### config.mk
export PLATFORM = sky130hd
export DESIGN_NAME = seq_cla_adder_flat
export DESIGN_NICKNAME = d
export VERILOG_FILES = /design/src/rtl/adder_pkg.sv /design/src/rtl/seq_cla_adder_if.sv /design/src/rtl/cla_slice.sv /design/src/rtl/seq_cla_adder.sv /design/src/flat_wrapper.sv
export SDC_FILE = /design/constraint.sdc
export NUM_CORES = 1
export LEC_CHECK = 0
export CAP_MARGIN = 0
export CORE_ASPECT_RATIO = 0.75
export CORE_MARGIN = 1.5
export CORE_UTILIZATION = 52
export DETAILED_ROUTE_END_ITERATION = 7
export PLACE_DENSITY = 0.88
export SLEW_MARGIN = 5
export SYNTH_ARGS = -nofsm -noshare
export SYNTH_HDL_FRONTEND = slang
export SYNTH_SLANG_ARGS = --single-unit
### constraint.sdc
create_clock -name clk -period 3.5 [get_ports clk]
set_clock_uncertainty 0.1 [all_clocks]
set_input_delay 0.7 -clock clk [delete_from_list [all_inputs] [get_ports clk]]
set_output_delay 0.7 -clock clk [all_outputs]
set_load 0.05 [all_outputs]
### src/rtl/adder_pkg.sv
// Shared types and defaults for the sequential
// carry-lookahead adder.
package adder_pkg;

  localparam int DEF_WIDTH = 16;
  localparam int DEF_GROUP = 4;

  typedef enum logic [1:0] {
    IDLE = 2'd0,
    RUN  = 2'd1,
    DONE = 2'd2
  } state_t;

endpackage

### src/rtl/seq_cla_adder_if.sv
// Request/result bundle between the adder
// and whoever drives it.
interface seq_cla_adder_if
  import adder_pkg::*;
#(
  parameter int WIDTH = DEF_WIDTH
);

  logic             start;
  logic [WIDTH-1:0] a;
  logic [WIDTH-1:0] b;
  logic             cin;
  logic             sub;
  logic             busy;
  logic             done;
  logic [WIDTH-1:0] s;
  logic             cout;
  logic             ovf;

  modport master (
    output start, a, b, cin, sub,
    input  busy, done, s, cout, ovf
  );

  modport slave (
    input  start, a, b, cin, sub,
    output busy, done, s, cout, ovf
  );

endinterface

### src/rtl/cla_slice.sv
// One GROUP-bit carry-lookahead slice; every
// carry is a flat sum of generate/propagate terms.
module cla_slice #(
  parameter int GROUP = 4
) (
  input  logic [GROUP-1:0] a,
  input  logic [GROUP-1:0] b,
  input  logic             cin,
  output logic [GROUP-1:0] s,
  output logic             cout,
  output logic             c_msb
);

  logic [GROUP-1:0] g;
  logic [GROUP-1:0] p;
  logic [GROUP:0]   c;

  assign g = a & b;
  assign p = a ^ b;

  // c[i+1] = g[i] | p[i]g[i-1] | ... | p[i..0]cin
  always_comb begin
    logic cc;
    logic pp;
    c    = '0;
    c[0] = cin;
    for (int i = 0; i < GROUP; i++) begin
      cc = g[i];
      pp = p[i];
      for (int j = i - 1; j >= 0; j--) begin
        cc = cc | (pp & g[j]);
        pp = pp & p[j];
      end
      cc = cc | (pp & cin);
      c[i+1] = cc;
    end
  end

  assign s     = p ^ c[GROUP-1:0];
  assign cout  = c[GROUP];
  assign c_msb = c[GROUP-1];

endmodule

### src/rtl/seq_cla_adder.sv
// Multi-cycle adder/subtractor: one lookahead
// slice per clock, LSB slice first.
module seq_cla_adder
  import adder_pkg::*;
#(
  parameter int WIDTH = DEF_WIDTH,
  parameter int GROUP = DEF_GROUP
) (
  input logic          clk,
  input logic          rst,
  seq_cla_adder_if.slave bus
);

  localparam int NGROUP = WIDTH / GROUP;
  localparam int IW = (NGROUP > 1) ? $clog2(NGROUP) : 1;
  localparam logic [IW-1:0] LAST = IW'(NGROUP - 1);

  state_t           state;
  logic [WIDTH-1:0] a_r;
  logic [WIDTH-1:0] b_r;
  logic [WIDTH-1:0] s_r;
  logic [IW-1:0]    idx;
  logic             carry;
  logic             cout_r;
  logic             ovf_r;
  logic             busy_r;
  logic             done_r;

  logic [GROUP-1:0] sl_a;
  logic [GROUP-1:0] sl_b;
  logic [GROUP-1:0] sl_s;
  logic             sl_cout;
  logic             sl_c_msb;

  assign sl_a = a_r[int'(idx)*GROUP +: GROUP];
  assign sl_b = b_r[int'(idx)*GROUP +: GROUP];

  cla_slice #(
    .GROUP (GROUP)
  ) u_slice (
    .a     (sl_a),
    .b     (sl_b),
    .cin   (carry),
    .s     (sl_s),
    .cout  (sl_cout),
    .c_msb (sl_c_msb)
  );

  // Control FSM with registered status and result
  always_ff @(posedge clk or posedge rst) begin
    if (rst) begin
      state  <= IDLE;
      a_r    <= '0;
      b_r    <= '0;
      s_r    <= '0;
      idx    <= '0;
      carry  <= 1'b0;
      cout_r <= 1'b0;
      ovf_r  <= 1'b0;
      busy_r <= 1'b0;
      done_r <= 1'b0;
    end else begin
      unique case (state)
        IDLE, DONE: begin
          done_r <= 1'b0;
          if (bus.start) begin
            a_r    <= bus.a;
            b_r    <= bus.sub ? ~bus.b : bus.b;
            carry  <= bus.sub ? 1'b1 : bus.cin;
            idx    <= '0;
            cout_r <= 1'b0;
            ovf_r  <= 1'b0;
            busy_r <= 1'b1;
            state  <= RUN;
          end else begin
            state  <= IDLE;
          end
        end
        RUN: begin
          s_r[int'(idx)*GROUP +: GROUP] <= sl_s;
          carry <= sl_cout;
          if (idx == LAST) begin
            idx    <= '0;
            cout_r <= sl_cout;
            ovf_r  <= sl_c_msb ^ sl_cout;
            busy_r <= 1'b0;
            done_r <= 1'b1;
            state  <= DONE;
          end else begin
            idx    <= idx + 1'b1;
          end
        end
        default: state <= IDLE;
      endcase
    end
  end

  assign bus.busy = busy_r;
  assign bus.done = done_r;
  assign bus.s    = s_r;
  assign bus.cout = cout_r;
  assign bus.ovf  = ovf_r;

endmodule

### src/flat_wrapper.sv
// flat-port wrapper written by rule: the top's interface ports become plain ports
module seq_cla_adder_flat import adder_pkg::*;
#(
  parameter int WIDTH = DEF_WIDTH,
  parameter int GROUP = DEF_GROUP
)
  (clk, rst, bus_start, bus_a, bus_b, bus_cin, bus_sub, bus_busy, bus_done, bus_s, bus_cout, bus_ovf);
  seq_cla_adder_if #(.WIDTH(WIDTH)) bus_i ();
  input logic clk;
  input logic rst;
  input wire logic [$bits(bus_i.start)-1:0] bus_start;
  input wire logic [$bits(bus_i.a)-1:0] bus_a;
  input wire logic [$bits(bus_i.b)-1:0] bus_b;
  input wire logic [$bits(bus_i.cin)-1:0] bus_cin;
  input wire logic [$bits(bus_i.sub)-1:0] bus_sub;
  output wire logic [$bits(bus_i.busy)-1:0] bus_busy;
  output wire logic [$bits(bus_i.done)-1:0] bus_done;
  output wire logic [$bits(bus_i.s)-1:0] bus_s;
  output wire logic [$bits(bus_i.cout)-1:0] bus_cout;
  output wire logic [$bits(bus_i.ovf)-1:0] bus_ovf;
  assign bus_i.start = bus_start;
  assign bus_i.a = bus_a;
  assign bus_i.b = bus_b;
  assign bus_i.cin = bus_cin;
  assign bus_i.sub = bus_sub;
  assign bus_busy = bus_i.busy;
  assign bus_done = bus_i.done;
  assign bus_s = bus_i.s;
  assign bus_cout = bus_i.cout;
  assign bus_ovf = bus_i.ovf;
  seq_cla_adder #(.WIDTH(WIDTH), .GROUP(GROUP)) u_core (.clk(clk), .rst(rst), .bus(bus_i));
endmodule
# Yosys cells after proc, flatten, opt, wreduce, memory -nomap -nowiden
# Cells that the tools add are included.
totals:
  out_inout_bits: 20
  inputBits: 37
  ff_bits: 57
op_classes:
  shift: 4
  add_sub_neg: 2
  bitwise: 31
  reduce_logical: 7
  muxes: 21
  n_eq_ne: 5
ops:
  columns: ["op", "n"]
  rows:
  - ["$neg 4->33", 1]
  - ["$shift 4x33->16 const A", 1]
  - ["$shiftx 4x33->16", 1]
  - ["$shiftx 16x5->4", 2]
  - ["$and 1x1->1", 16]
  - ["$bwmux 16", 1]
  - ["$mux 16", 1]
  - ["$not 16->16", 1]
  - ["$or 1x1->1", 10]
  - ["$pmux 1 s2", 5]
  - ["$mux 1", 9]
  - ["$pmux 2 s2", 2]
  - ["$xor 4x4->4", 2]
  - ["$mux 2", 3]
  - ["$reduce_and 2->1", 3]
  - ["$and 4x4->4", 1]
  - ["$eq 2x2->1 const B", 2]
  - ["$reduce_and 3->1", 1]
  - ["$add 2x1->2 const B", 1]
  - ["$eq 2x1->1 const B", 1]
  - ["$logic_not 2->1", 1]
  - ["$ne 2x1->1 const B", 1]
  - ["$ne 2x2->1 const B", 1]
  - ["$reduce_bool 2->1", 1]
  - ["other kinds (2)", 2]

# Depth between registers and ports, before layout
logic_depth:
  word_depth: 10
  mapped_depth: 7
  ltp_nobuf: 6

# Modules after synthesis
# Synthesis repeated with hierarchy kept, for this count alone.
hier_totals:
  cells_unflattened: 261
  hier_area_um2: 2803.9
modules_own_cells:
  columns: ["mod", "instances", "area_each_um2", "cells_per_inst"]
  rows:
  - ["seq_cla_adder", 1, 2648.8, 243]
  - ["cla_slice", 1, 155.1, 18]

# Worst setup path after synthesis
# OpenSTA, ideal clock, no wires.
synth_path:
  kind: "reg2reg"
  startpoint: "register u_core.idx[0]"
  endpoint: "register u_core.s_r[7] (netlist: u_core.bus.s[7])"
  t_arrival_ns: 2.235
  path_stages_with_launch: 8
  slack_ns: 1.044
  required_time_ns: 3.279
  synth_period_minus_slack_ns: 2.456
  path_cell_list: "dfrtp_1 -> buf_4 -> mux4_2 -> ha_1 -> a21oi_1 -> o21ai_2 -> xor2_1 -> a22o_2"
synth_via:
  elab_chain_cells: 9
  word_cells_on_any_way: 24
synth_rtl:
  columns: ["item", "line_no", "source"]
  rows:
  - ["start, declared", "seq_cla_adder.sv:22", "logic [IW-1:0] idx;"]
  - ["start signal, assigned", "seq_cla_adder.sv:90", "idx <= idx + 1'b1;"]
  - ["$shiftx 16x5->4 (on tied branches)", "seq_cla_adder.sv:35, seq_cla_adder.sv:36", null]
  - ["$xor 4x4->4 or $and 4x4->4 (tied branches)", "cla_slice.sv:19, cla_slice.sv:18", null]
  - ["$and 1x1->1 (on tied branches)", "cla_slice.sv:31, cla_slice.sv:32", null]
  - ["$or 1x1->1, or another cell as far along", "cla_slice.sv:31", "cc = cc | (pp & g[j]);"]
  - ["$or 1x1->1 or $and 1x1->1 (tied branches)", "cla_slice.sv:31, cla_slice.sv:34", null]
  - ["$or 1x1->1", "cla_slice.sv:34", "cc = cc | (pp & cin);"]
  - ["$xor 4x4->4", "cla_slice.sv:39", "assign s = p ^ c[GROUP-1:0];"]
  - ["$shiftx 4x33->16", "seq_cla_adder.sv:80", "s_r[int'(idx)*GROUP +: GROUP] <= sl_s;"]
  - ["$bwmux 16 *", "seq_cla_adder.sv:80", null]
  - ["end signal, assigned by index", "seq_cla_adder.sv:80", null]
  - ["end, declared", "seq_cla_adder.sv:21", "logic [WIDTH-1:0] s_r;"]
# Every way passes the cells marked *; elsewhere a longest branch is shown, timed or not.
# A chain may end at the register's enable or synchronous reset.

# Final worst setup path
# Same ends and word-level chain as after synthesis.

==> impl_metrics.py <==
metrics = {
    "cells_and_area": {
        "drive_gt1_frac": 0.209,
        "final_common_cell": "dfrtp_1",
        "antennaDiodeCount": 0,
        "regArea_sq_um": 1430,
        "n_fill_cell": 393,
        "final_cell_mix": "dfrtp_1 (57), clkdlybuf4s50_1 (56), nand2_1 (29)",
        "syn2layout_area_growth_pct": 28.8,
        "multi_input_area_sq_um": 1370,
        "layout.nets": 336,
        "stdcell_count": 367,
    },
    "critical_path": {
        "worstPathCellList": "mux4_2, ha_1, nand2_1, o21ai_2, xor2_1, a22o_2",
        "r2r_cells": 6,
        "crit_slowest_cell": "dfrtp_1",
        "critical_path_class": "flip-flop to flip-flop",
        "cp_max_fo": 16,
        "crit_path_start_kind": "flip-flop",
        "max_stage_delay_ns": 0.86,
        "end_kind": "flip-flop",
        "arrival_ns": 3.01,
        "worstPathRequired_ns": 3.67,
    },
    "timing": {
        "finalMaxSlewViolations": 0,
        "whs_ns": 0.376,
        "fin_crit_ns": 2.84,
        "hold_viol": 0,
        "finalSetupViolCount": 0,
        "layout_setup_ws_ns": 0.664,
        "post-route-period-util": 0.810,
        "timing.slew.headroom": 0.427,
        "maxClockFrequency_ghz": 0.353,
        "worstMarginPinSlew_ns": 0.857,
        "setup_tns_ns": 0,
        "rsz0062_at_grt": "no",
    },
    "min_path": {
        "hold_path.class": "flip-flop to flip-flop",
        "hold_depth": 2,
    },
    "global_routing": {
        "grt_antenna_before_repair": 0,
        "grt_max_degree": 58,
        "grt_pass1_vias": 1946,
        "grt_pass1_wl_um": 9360,
        "grt_usage": 0.212,
        "grt_overflow": 0,
    },
    "routing": {
        "dr_wl_met3_um": 333,
        "antenna_left": 0,
        "first_iter_violations": 96,
        "wirelength_um": 5590,
        "vias_per_cell": 5.36,
        "vias": 1966,
        "top_layer": "met4",
        "wl_met1_um": 2520,
        "firstDrtPassIters": 5,
        "wl_met2_um": 2650,
        "route.detailed.drc": 0,
        "post_drt_wl_per_cell_um": 15.2,
    },
    "synthesis": {
        "synth_area_leaders": "dfrtp_1 (49%), mux2_4 (8.3%), mux4_2 (6.2%)",
        "syn_inst": 228,
        "syn_area_per_cell_sq_um": 12.7,
        "yosysUniqueCellTypes": 44,
        "seq_area_frac_synth": 0.492,
        "syn_nets": 277,
        "ys_async_sr_fraction": 1.00,
        "synth-edff-count": 0,
        "synth-main-ff-cell": "dfrtp_1",
        "synth-seq-cells": 57,
        "synth_top_area_cell": "dfrtp_1",
        "ys_warn_count": 0,
        "synth_area_sq_um": 2900,
        "synth_top_area_frac": 0.492,
    },
    "placed_design": {
        "dp_slack_ns": 0.654,
        "gp_congestion": 0.784,
        "place_inst": 351,
        "dp_hpwl_um": 4070,
        "io_buffers": 56,
    },
    "run": {
        "max_cap_violations": 0,
    },
    "clock_network": {
        "worstSkewPairLatency_ns": 0.33,
        "postCtsHoldBufs": 0,
        "cts_made_buffers": 9,
        "cts_tree": "yes",
        "htreeDepth": 3,
        "ctsResizeCount": 0,
        "cts_root_buf": "clkbuf_8",
        "path_clk_slew_ns": 0.07,
        "clkSinkCount": 57,
        "cts_setup_buffers": 0,
        "cts_max_path_buffers": 2,
    },
    "floorplan": {
        "die_area_sq_um": 6040,
        "die_width_um": 89.2,
        "start_util": 0.542,
        "core_sq_um": 5350,
        "io_pins": 57,
        "rows": 23,
        "chipHeight_um": 67.7,
    },
    "pwr": {
        "p_per_area_nw_per_um2": 1090,
        "irDropWorstVdd_v": 0.000466,
        "p_leak_nw": 1.65,
    },
    "status": {
        "status": "finished clean",
    },
}
## flip-flops by register name (all words and copies together) (netlist names)
signal / cells
u_core.a_r: 16
u_core.b_r: 16
u_core.bus.s: 16
u_core.idx: 2
u_core.state: 2
u_core.bus.busy: 1
u_core.bus.cout: 1
u_core.bus.done: 1
u_core.bus.ovf: 1
u_core.carry: 1
## layout make-up
cell class | count | share of cell area
clock buffers | 11 | 0.0378
well taps | 75 | 0.0251
flip-flops and latches | 57 | 0.382
clock inverters | 5 | 0.0275
inverters | 5 | 0.00502
repair buffers | 59 | 0.156
multi-input cells | 155 | 0.367
## power by group
| part | internal, W | leakage (nW) | switching [W] |
|---|---|---|---|
| clock network | 0.000491 | 0.120 | 0.000254 |
| registers | 0.000963 | 0.716 | 0.000257 |
| logic | 0.000924 | 0.819 | 0.00119 |
## cell families (layout without fill, tap and decap cells)
logic type      after synthesis  after routing  share of synthesized area
xor+xnor                     19             19                     0.0574
fa+ha+maj                    12             12                     0.0544
compound gates               48             48                      0.111
simple gates                 50             50                     0.0962
mux                          26             26                      0.152
buf+inv                      16             80                     0.0367
flops                        57             57                      0.492
## cell usage after synthesis (all sizes together) (2+ instances only)
library cell	number
xnor2	16
a21oi	4
nand3	2
dfrtp	57
mux4	8
a21o	2
nor2	5
ha	11
nand2b	3
nand2	30
a22o	13
xor2	3
o21ai	26
inv	5
clkbuf	3
mux2	17
buf	8
## critical path: cells and delay by family (launching register included)
kind                     cells  cell delay, ns
AO/OA/AOI/OAI                2            0.42
multiplexers                 1            0.62
AND/OR/NAND/NOR              1            0.09
adder cells (fa/ha/maj)      1            0.36
flip-flops                   1            0.86
XOR/XNOR                     1            0.32
## worst paths after layout
| path | to | start | slack, ns |
|---|---|---|---|
| max | u_core.bus.s[7] | u_core.idx[0] | 0.66 |
| min | u_core.b_r[5] | u_core.b_r[5] | 0.38 |
| max reg2reg | u_core.bus.s[7] | u_core.idx[0] | 0.66 |
| min reg2reg | u_core.b_r[5] | u_core.b_r[5] | 0.38 |
| max in group asynchronous | u_core.carry | rst | 2.06 |
| min in group asynchronous | u_core.a_r[8] | rst | 0.78 |
## metal layers
metal	GRT usage	vias to the layer above
li1	-	922
met1	0.265	974
met2	0.352	62
met3	0.0660	8
met4	0.0750	0
met5	0	-
## metrics by stage
step,cell area (sq um),power [W],util
2_1_floorplan,2900,0.00280,-
3_3_place_gp,3490,0.00325,0.652
3_5_place_dp,3490,0.00334,0.652
4_1_cts,3740,0.00411,0.698
5_1_grt,3740,0.00436,0.698
6_report,3740,0.00408,0.698
Note: power is estimated with default switching activity, not from simulation.
